`config.mk`:
```
export PLATFORM = sky130hd
export DESIGN_NAME = mix_columns_seq
export DESIGN_NICKNAME = d
export VERILOG_FILES = /design/src/rtl/mix_columns_seq.sv
export SDC_FILE = /design/constraint.sdc
export NUM_CORES = 1
export LEC_CHECK = 0
export ABC_AREA = 1
export CAP_MARGIN = 0
export CORE_MARGIN = 2
export CORE_UTILIZATION = 35
export CTS_BUF_LIST = sky130_fd_sc_hd__clkbuf_16
export CTS_CLUSTER_SIZE = 25
export DETAILED_ROUTE_END_ITERATION = 10
export SLEW_MARGIN = 20
export SYNTH_ARGS = -nofsm -noshare
export SYNTH_HDL_FRONTEND = slang
export SYNTH_SLANG_ARGS = --single-unit
```
`constraint.sdc`:
```
create_clock -name clk -period 2.6 [get_ports clk]
set_input_delay 0.26 -clock clk [delete_from_list [all_inputs] [get_ports clk]]
set_output_delay 0.26 -clock clk [all_outputs]
set_load 0.005 [all_outputs]
```
`src/rtl/mix_columns_seq.sv`:
```
// Iterative AES MixColumns: COLS_PER_CYCLE columns per clock, valid/ready in and out.
// Optional MIX_COLUMNS_INV_EN adds an inv port selecting InvMixColumns.
module mix_columns_seq #(
  parameter int COLS_PER_CYCLE = 1
) (
  input  logic         clk,
  input  logic         rst_n,
  input  logic         in_valid,
  output logic         in_ready,
  input  logic [0:127] in_state,
  output logic         out_valid,
  input  logic         out_ready,
  output logic [0:127] out_state,
  output logic         busy
`ifdef MIX_COLUMNS_INV_EN
  ,
  input  logic         inv
`endif
);

  // state | meaning
  // IDLE  | waiting for a state, in_ready high
  // BUSY  | rewriting COLS_PER_CYCLE columns per clock in the working register
  // DONE  | result held on out_state until out_ready
  typedef enum logic [1:0] {IDLE, BUSY, DONE} state_t;

  localparam int         LAST_I = 4 - COLS_PER_CYCLE;
  localparam logic [1:0] STEP   = COLS_PER_CYCLE[1:0];
  localparam logic [1:0] LAST   = LAST_I[1:0];

  state_t       state;
  logic [1:0]   col_cnt;
  logic [0:127] work;
  logic [0:127] work_nxt;
`ifdef MIX_COLUMNS_INV_EN
  logic         inv_q;
`endif

  function automatic logic [7:0] xt(input logic [7:0] x);
    return {x[6:0], 1'b0} ^ (x[7] ? 8'h1b : 8'h00);
  endfunction

  function automatic logic [31:0] fwd_col(input logic [31:0] c);
    logic [7:0] a0, a1, a2, a3;
    {a0, a1, a2, a3} = c;
    return {xt(a0) ^ xt(a1) ^ a1 ^ a2 ^ a3,
            a0 ^ xt(a1) ^ xt(a2) ^ a2 ^ a3,
            a0 ^ a1 ^ xt(a2) ^ xt(a3) ^ a3,
            xt(a0) ^ a0 ^ a1 ^ a2 ^ xt(a3)};
  endfunction

`ifdef MIX_COLUMNS_INV_EN
  function automatic logic [7:0] m9(input logic [7:0] x);
    return xt(xt(xt(x))) ^ x;
  endfunction

  function automatic logic [7:0] mb(input logic [7:0] x);
    return xt(xt(xt(x))) ^ xt(x) ^ x;
  endfunction

  function automatic logic [7:0] md(input logic [7:0] x);
    return xt(xt(xt(x))) ^ xt(xt(x)) ^ x;
  endfunction

  function automatic logic [7:0] me(input logic [7:0] x);
    return xt(xt(xt(x))) ^ xt(xt(x)) ^ xt(x);
  endfunction

  function automatic logic [31:0] inv_col(input logic [31:0] c);
    logic [7:0] a0, a1, a2, a3;
    {a0, a1, a2, a3} = c;
    return {me(a0) ^ mb(a1) ^ md(a2) ^ m9(a3),
            m9(a0) ^ me(a1) ^ mb(a2) ^ md(a3),
            md(a0) ^ m9(a1) ^ me(a2) ^ mb(a3),
            mb(a0) ^ md(a1) ^ m9(a2) ^ me(a3)};
  endfunction
`endif

  // col_cnt is always a multiple of COLS_PER_CYCLE, so col_cnt+k stays within 0..3
  always_comb begin
    work_nxt = work;
    for (int k = 0; k < COLS_PER_CYCLE; k++) begin
`ifdef MIX_COLUMNS_INV_EN
      if (inv_q)
        work_nxt[32*(int'(col_cnt)+k) +: 32] = inv_col(work[32*(int'(col_cnt)+k) +: 32]);
      else
        work_nxt[32*(int'(col_cnt)+k) +: 32] = fwd_col(work[32*(int'(col_cnt)+k) +: 32]);
`else
      work_nxt[32*(int'(col_cnt)+k) +: 32] = fwd_col(work[32*(int'(col_cnt)+k) +: 32]);
`endif
    end
  end

  always_ff @(posedge clk or negedge rst_n) begin
    if (!rst_n) begin
      state     <= IDLE;
      col_cnt   <= 2'd0;
      work      <= '0;
      in_ready  <= 1'b0;
      out_valid <= 1'b0;
      busy      <= 1'b0;
`ifdef MIX_COLUMNS_INV_EN
      inv_q     <= 1'b0;
`endif
    end else begin
      case (state)
        IDLE: begin
          in_ready <= 1'b1;
          if (in_valid && in_ready) begin
            work     <= in_state;
            col_cnt  <= 2'd0;
            in_ready <= 1'b0;
            busy     <= 1'b1;
            state    <= BUSY;
`ifdef MIX_COLUMNS_INV_EN
            inv_q    <= inv;
`endif
          end
        end
        BUSY: begin
          work    <= work_nxt;
          col_cnt <= col_cnt + STEP;
          if (col_cnt == LAST) begin
            out_valid <= 1'b1;
            state     <= DONE;
          end
        end
        DONE: begin
          if (out_ready) begin
            out_valid <= 1'b0;
            busy      <= 1'b0;
            in_ready  <= 1'b1;
            state     <= IDLE;
          end
        end
        default: state <= IDLE;
      endcase
    end
  end

  assign out_state = work;

endmodule

```
Word level (Yosys, flattened, before mapping) --
Index checks and enable logic that the tools add are counted.
Word-level totals: bits in latches 0, flip-flop bits (word level) 135, memory bits (read-only) 0, input bits 132, word-level logic and storage cells 69, memories 0, bits in writable memories 0
Cells by class: magnitude comparators 0, divide/modulo/power cells 0, add/sub/neg operators 2, reduce and logical (&&, ||, !) cells 10, shift-type cells 3, bitwise gates (word level) 21, multipliers 0, multiplexer cells 21, equal/unequal tests 6
Operators with widths (number):
- $pmux W128 S2 | 1
- $shift A129 B33 Y128 const A | 1
- $shiftx A128 B32 Y129 | 1
- $shiftx A129 B33 Y128 | 1
- $bwmux W128 | 1
- $mux W128 | 1
- $xor A8 B8 Y8 | 16
- $neg A32 Y33 | 1
- $not A7 Y32 | 1
- $xor A8 B5 Y8 | 4
- $mux W5 | 4
- $reduce_and A3 Y1 | 3
- $mux W2 | 4
- $ne A2 B2 Y1 const B | 3
- $pmux W1 S2 | 3
- $pmux W2 S3 | 1
- $reduce_bool A2 Y1 | 3
- $mux W1 | 5
- $eq A2 B2 Y1 const B | 2
- $pmux W2 S2 | 1
- $reduce_and A2 Y1 | 2
- $add A2 B1 Y2 const B | 1
- $eq A2 B1 Y1 const B | 1
- $logic_not A2 Y1 | 1
- $logic_and A1 B1 Y1 | 1

Longest topological paths before layout --
Gate-level depths: netlist of run 1.
depth in word-level cells 11, depth in mapped cells 16, mapped depth without buffers 14

Worst setup path before layout of run 1 --
Ideal clock, no wire load.
path kind register to register, start point reg col_cnt[0], end point reg work, in the netlist out_state[64], setup slack 506 ps, stages on the path, launching flop included 11, period minus slack after synthesis 2094 ps, arrival time 2007 ps, cell sequence dfrtp_1 buf_6 inv_8 buf_4 clkbuf_1 ha_1 nand2_1 nor2_1 clkbuf_1 nand3_1 a22oi_1
Between the ends: longest elaborated chain between the ends 11, elaborated cells between the ends (all ways) 31
RTL lines:
- start: declaration | RTL line 32 | logic [1:0] col_cnt;
- start signal: assignment | RTL line 122 | col_cnt <= col_cnt + STEP;
- $not A7 Y32 (not written as such) (*) | RTL line 89 | work_nxt[32*(int'(col_cnt)+k) +: 32] = fwd_col(work[32*(int'(col_cnt)+k) +: 32]);
- $shiftx A128 B32 Y129 | RTL line 89
- $mux W5 | RTL line 40 | return {x[6:0], 1'b0} ^ (x[7] ? 8'h1b : 8'h00);
- $xor A8 B5 Y8 | RTL line 40
- $xor A8 B8 Y8 (on tied branches) (4 in series) | RTL line 49, 46, 47
- $shiftx A129 B33 Y128 | RTL line 89
- $bwmux W128 (*) | RTL line 89
- $pmux W128 S2 (*) | RTL line 106 | case (state)
- end signal: assignment | RTL line 110 | work <= in_state;
- end signal: assignment | RTL line 121 | work <= work_nxt;
- end: declaration | RTL line 33 | logic [0:127] work;
Mark *: on every way between the ends. The rest lies on a longest branch, timed or not. A chain may end at the register's enable or synchronous reset.

Worst setup path in the final report of run 1 --
start point reg col_cnt[0], end point reg work, in the netlist out_state[24]
Same word-level chain as after synthesis.

==> results.sh, run 1 <==
export IMPL_netlist_area_sq_um=9840
export IMPL_numCtsBuffers=17
export IMPL_yosysSeqAreaShare_pct=34.3
export IMPL_syn_nets=1686
export IMPL_ys_flop_type="dfrtp_1"
export IMPL_synth_compound_area_share_pct=13.6
export IMPL_met3RoutedLength_mm=3.50
export IMPL_clock_latency_ns=0.44
export IMPL_ioPinCount=263
export IMPL_yosysTopAreaCell="dfrtp_1"
export IMPL_min_period_ns=2.44
export IMPL_crit_chain="inv_8 > buf_12 > nand2_1 > nand3_1 > o21ai_2 > inv_2 > nand3_1 > nand2_2 > nand2_1 > nand2_1 > nand3_1 > a21oi_1"
export IMPL_drc=0
export IMPL_synthAdderAreaFrac_pct=0.509
export IMPL_worst_slew_pin_slew_ns=0.683
export IMPL_synthArstFlopShare_pct=100
export IMPL_fin_ws_ns=0.164
export IMPL_avgRoutedWirePerCell_um=19.3
export IMPL_netlist_instances=1550
export IMPL_utilization_pct=48.8
export IMPL_synthXorXnorAreaFrac_pct=0.776
export IMPL_antenna_found_initial=0
export IMPL_grt_pass1_vias=11400
export IMPL_drt_iter0_drc=1218
export IMPL_ys_warn_count=0
export IMPL_grt_pass1_wl_mm=63.9
export IMPL_cpLargestDelayFamily="simple AND/OR/NAND/NOR gates"
export IMPL_die_area_sq_um=29500
export IMPL_fmax_mhz=410
export IMPL_core_region_area_sq_um=27700
export IMPL_cts_root_buf="clkbuf_16"
export IMPL_initial_core_util_pct=35.5
export IMPL_outcome="finished clean"
export IMPL_place_ws_ns=0.232
export IMPL_port_buffers=262
export IMPL_reg2reg_slack_ns=0.16
export IMPL_die_w_um=172
export IMPL_cts_sinks=135
export IMPL_rsz0062_at_grt="no"
export IMPL_cts_buffer_depth=2
export IMPL_cts_tree="done"
export IMPL_grt_use_total_pct=28.5
export IMPL_setup_viol=0
export IMPL_finalClockSkew_ns=0.00968
export IMPL_rows=61
export IMPL_grt_overflow=0
export IMPL_crit_type="reg2reg"
export IMPL_cp_data_arrival_time_ns=2.81
export IMPL_max_stage_delay_ns=0.54
export IMPL_post_cts_setup_buffers=0
export IMPL_nets=1924
export IMPL_wl_met2_mm=19.0
export IMPL_h_tree_depth=4
export IMPL_setup_tns_ns=0
export IMPL_hold_slack_ns=0.388
export IMPL_cp_end_kind="register"
export IMPL_synth_distinct_cells=30
export IMPL_hp_class="in2async"
export IMPL_dp_hpwl_mm=30.3
export IMPL_syn_area_per_cell_sq_um=6.35
export IMPL_cp_buffers_inverters=3
export IMPL_yosys_top_cells_area="dfrtp_1 (34%), nand2_1 (22%), a21oi_1 (13%)"
export IMPL_synth_edf_count=0
export IMPL_r2r_end="out_state[24]"
export IMPL_ant_nets=0
export IMPL_rr_worst_depth=12
export IMPL_period_share_pct=93.7
export IMPL_synth_top_family_by_area="simple AND/OR/NAND/NOR gates"
export IMPL_required_ns=2.97
export IMPL_synthSimpleGateAreaFrac_pct=43.7
export IMPL_cp_start_kind="register"
export IMPL_area_growth_pct=37.5
export IMPL_layout_common_cells="nand2_1 (569), clkdlybuf4s50_1 (261), a21oi_1 (255), nand3_1 (184), dfrtp_1 (133)"
export IMPL_synthMuxAreaShare_pct=0
export IMPL_clk_pin_slew_ns=0.07
export IMPL_slew_viol_final=0
export IMPL_wirelength_met1_mm=17.9
export IMPL_vias=11800
export IMPL_gp_congestion=0.936
export IMPL_crit_cells=12
export IMPL_first_pass_iters=6
export IMPL_ys_seq_elements=135
export IMPL_drv_cap=0
export IMPL_cpMaxStageDelayCell="dfrtp_4"
export IMPL_timing_rr_start="col_cnt[0]"
export IMPL_via_per_inst=5.41
export IMPL_finalHoldViolations=0
export IMPL_synth_top_area_share_pct=34.3
export IMPL_drive_gt1_share_pct=8.61
export IMPL_crit_fanout=28
export IMPL_grt_max_degree=100
export IMPL_die_h_um=172
export IMPL_wirelength_mm=42.1
export IMPL_antenna_cells=0
export IMPL_max_slew_margin_rel_pct=54.4
export IMPL_routed_top_layer="met4"
export IMPL_layout_commonest_cell="nand2_1"
==> metal layers <==
layer	track usage, %	vias up
met1	38.0	5532
met4	12.2	0
met2	45.0	573
met3	5.34	94
met5	0	-
li1	-	5591
==> Yosys cell counts (7+ instances only) <==
library cell / instances
nor2_1: 133
nand2_1: 569
nand4_1: 48
nand2_4: 7
nand2_2: 39
a21oi_1: 255
buf_2: 12
nand3_1: 185
inv_1: 43
dfrtp_1: 135
buf_6: 13
inv_2: 9
clkbuf_1: 55
buf_4: 7
==> worst max-delay path by stage <==
stage               slack, ns             to       start
floorplan                0.51  out_state[64]  col_cnt[0]
global placement         0.26  out_state[26]  col_cnt[0]
detailed placement       0.23  out_state[90]  col_cnt[0]
CTS                      0.22  out_state[90]  col_cnt[0]
global route             0.01  out_state[56]  col_cnt[0]
finish                   0.16  out_state[24]  col_cnt[0]
==> cells by family after synthesis <==
logic type | Yosys count
simple gates | 995
compound gates | 265
buf+inv | 144
flops | 135
xor+xnor | 7
fa+ha+maj | 4
==> final cells by class <==
| type | count | area [sq um] |
|---|---|---|
| clock buffers | 17 | 425 |
| clock inverters | 15 | 144 |
| fillers | 2788 | 14200 |
| inverters | 53 | 209 |
| multi-input cells | 1271 | 5790 |
| flip-flops and latches | 135 | 3380 |
| well taps | 378 | 473 |
| repair buffers | 310 | 3100 |
==> through the flow <==
stage	std cells	cell area [sq um]
3_3_place_gp	2146	12900
3_5_place_dp	2146	12900
5_1_grt	2179	13500
6_report	2179	13500
2_1_floorplan	1550	9840
4_1_cts	2179	13500
==> state kept, by name, summed over array words and instances, names as in the netlist <==
name	count
out_state	128
col_cnt	2
state	2
busy	1
in_ready	1
out_valid	1
==> timing repair <==
| item | 4_1_cts | 5_1_grt |
|---|---|---|
| endpoints found under the setup margin | 0 | 2 |
| gates resized for setup | 0 | 2 |
| hold endpoints to repair | 54 | 0 |
| hold buffers | 1 | 0 |
Power of run 1 is not shown: default switching activity piles up to over one toggle a cycle in this logic, so the estimate is an artifact.
==> inputs of run 2 (changes only) <==
- DONT_BUFFER_PORTS: default -> 1
==> results.sh, run 2 (synthesis gave the netlist of run 1 again) <==
export IMPL_outcome="finished with violations"
export IMPL_violations="negative hold slack"
export IMPL_required_ns=2.95
export IMPL_slew_viol_final=0
export IMPL_die_h_um=172
export IMPL_via_per_inst=5.62
export IMPL_crit_fanout=26
export IMPL_place_ws_ns=0.257
export IMPL_worst_slew_pin_slew_ns=0.708
export IMPL_final_cells=1904
export IMPL_layout_common_cells="nand2_1 (569), a21oi_1 (255), nand3_1 (185), dfrtp_1 (133), nor2_1 (129)"
export IMPL_area_growth_pct=10.7
export IMPL_cp_data_arrival_time_ns=2.73
export IMPL_cts_root_buf="clkbuf_16"
export IMPL_largest_reg_flops=128
export IMPL_grt_pass1_vias=10100
export IMPL_post_cts_setup_buffers=0
export IMPL_finalHoldViolations=135
export IMPL_period_share_pct=91.5
export IMPL_core_region_area_sq_um=27700
export IMPL_place_area_sq_um=10200
export IMPL_first_pass_iters=6
export IMPL_ioPinCount=263
export IMPL_avgRoutedWirePerCell_um=21.1
export IMPL_die_w_um=172
export IMPL_grt_overflow=0
export IMPL_hold_slack_ns=-0.477
export IMPL_hp_class="in2async"
export IMPL_cp_end_kind="register"
export IMPL_h_tree_depth=4
export IMPL_setup_viol=0
export IMPL_layout_commonest_cell="nand2_1"
export IMPL_cts_hold_buf=1
export IMPL_drc=0
export IMPL_cts_tree="done"
export IMPL_initial_core_util_pct=35.5
export IMPL_min_period_ns=2.38
export IMPL_rows=61
export IMPL_fin_area_sq_um=10900
export IMPL_antenna_found_initial=1
export IMPL_grt_pass1_wl_mm=60.4
export IMPL_rsz0062_at_grt="no"
export IMPL_setup_tns_ns=0
export IMPL_clock_latency_ns=0.44
export IMPL_grt_max_degree=136
export IMPL_crit_type="reg2reg"
export IMPL_drv_cap=0
export IMPL_cts_resized=0
export IMPL_cts_sinks=135
export IMPL_finalClockSkew_ns=0.0135
export IMPL_rr_worst_depth=12
export IMPL_fin_ws_ns=0.220
export IMPL_grt_use_total_pct=27.3
export IMPL_die_area_sq_um=29500
export IMPL_nets=1650
export IMPL_numCtsBuffers=17
export IMPL_fmax_mhz=420
export IMPL_drive_gt1_share_pct=9.04
export IMPL_max_slew_margin_rel_pct=52.7
export IMPL_antenna_cells=0
export IMPL_port_buffers=0
export IMPL_ant_nets=0
export IMPL_cts_buffer_depth=2
export IMPL_gp_congestion=0.923
export IMPL_dp_cells=1872
export IMPL_drt_iter0_drc=1128
export IMPL_vias=10700
export IMPL_dp_hpwl_mm=28.6
export IMPL_wirelength_mm=40.2
export IMPL_cp_start_kind="register"
export IMPL_clk_pin_slew_ns=0.06
==> run 2: cell count changes in the layout (fill, tap and decap cells not counted), moves of 2 or more <==
cell	before	now
clkdlybuf4s50_1	261	0
buf_12	9	11
inv_6	5	0
bufinv_16	1	5
buf_4	38	24
==> run 2: worst paths after layout <==
path | end | from | slack (ns)
max | out_state[56] | col_cnt[0] | 0.22
min | out_state[82] | rst_n | -0.48
max reg2reg | out_state[56] | col_cnt[0] | 0.22
min reg2reg | out_valid | out_valid | 0.55
max in group asynchronous | out_state[4] | rst_n | 2.84
min in group clk | in_ready | out_ready | 0.02
==> run 2: layout make-up <==
class                      count  area (sq um)
fill                        2929         16800
inverter                      53           209
clock inverter                14           209
tap                          378           473
timing repair buffer          36           410
sequential                   135          3380
multi-input combinational   1271          5780
clock buffer                  17           425
==> run 2: worst max-delay path, stage by stage, from the launching register on <==
cell     delay, ns
dfrtp_4       0.54
inv_8         0.20
buf_4         0.23
nand2_1       0.07
nand3_1       0.09
o21ai_2       0.15
inv_2         0.12
nand3_1       0.12
nand2_2       0.13
nand2_1       0.06
nand2_1       0.26
nand3_1       0.14
a21oi_1       0.15
==> run 2: metrics by stage <==
step,hold WS (ns),util [%]
after global placement,-0.0300,37.0
after CTS,-0.498,39.3
final,-0.477,39.3
after floorplan,-0.0356,-
after detailed placement,-0.0297,37.0
after global routing,-0.501,39.3
==> run 2: layer usage <==
layer	share of wire (%)	global-route usage [%]
met3	11	7.73
met1	41	35.8
met2	45	42.2
met4	3.3	10.9
met5	0.025	0
Power of run 2 is left out for the same reason.
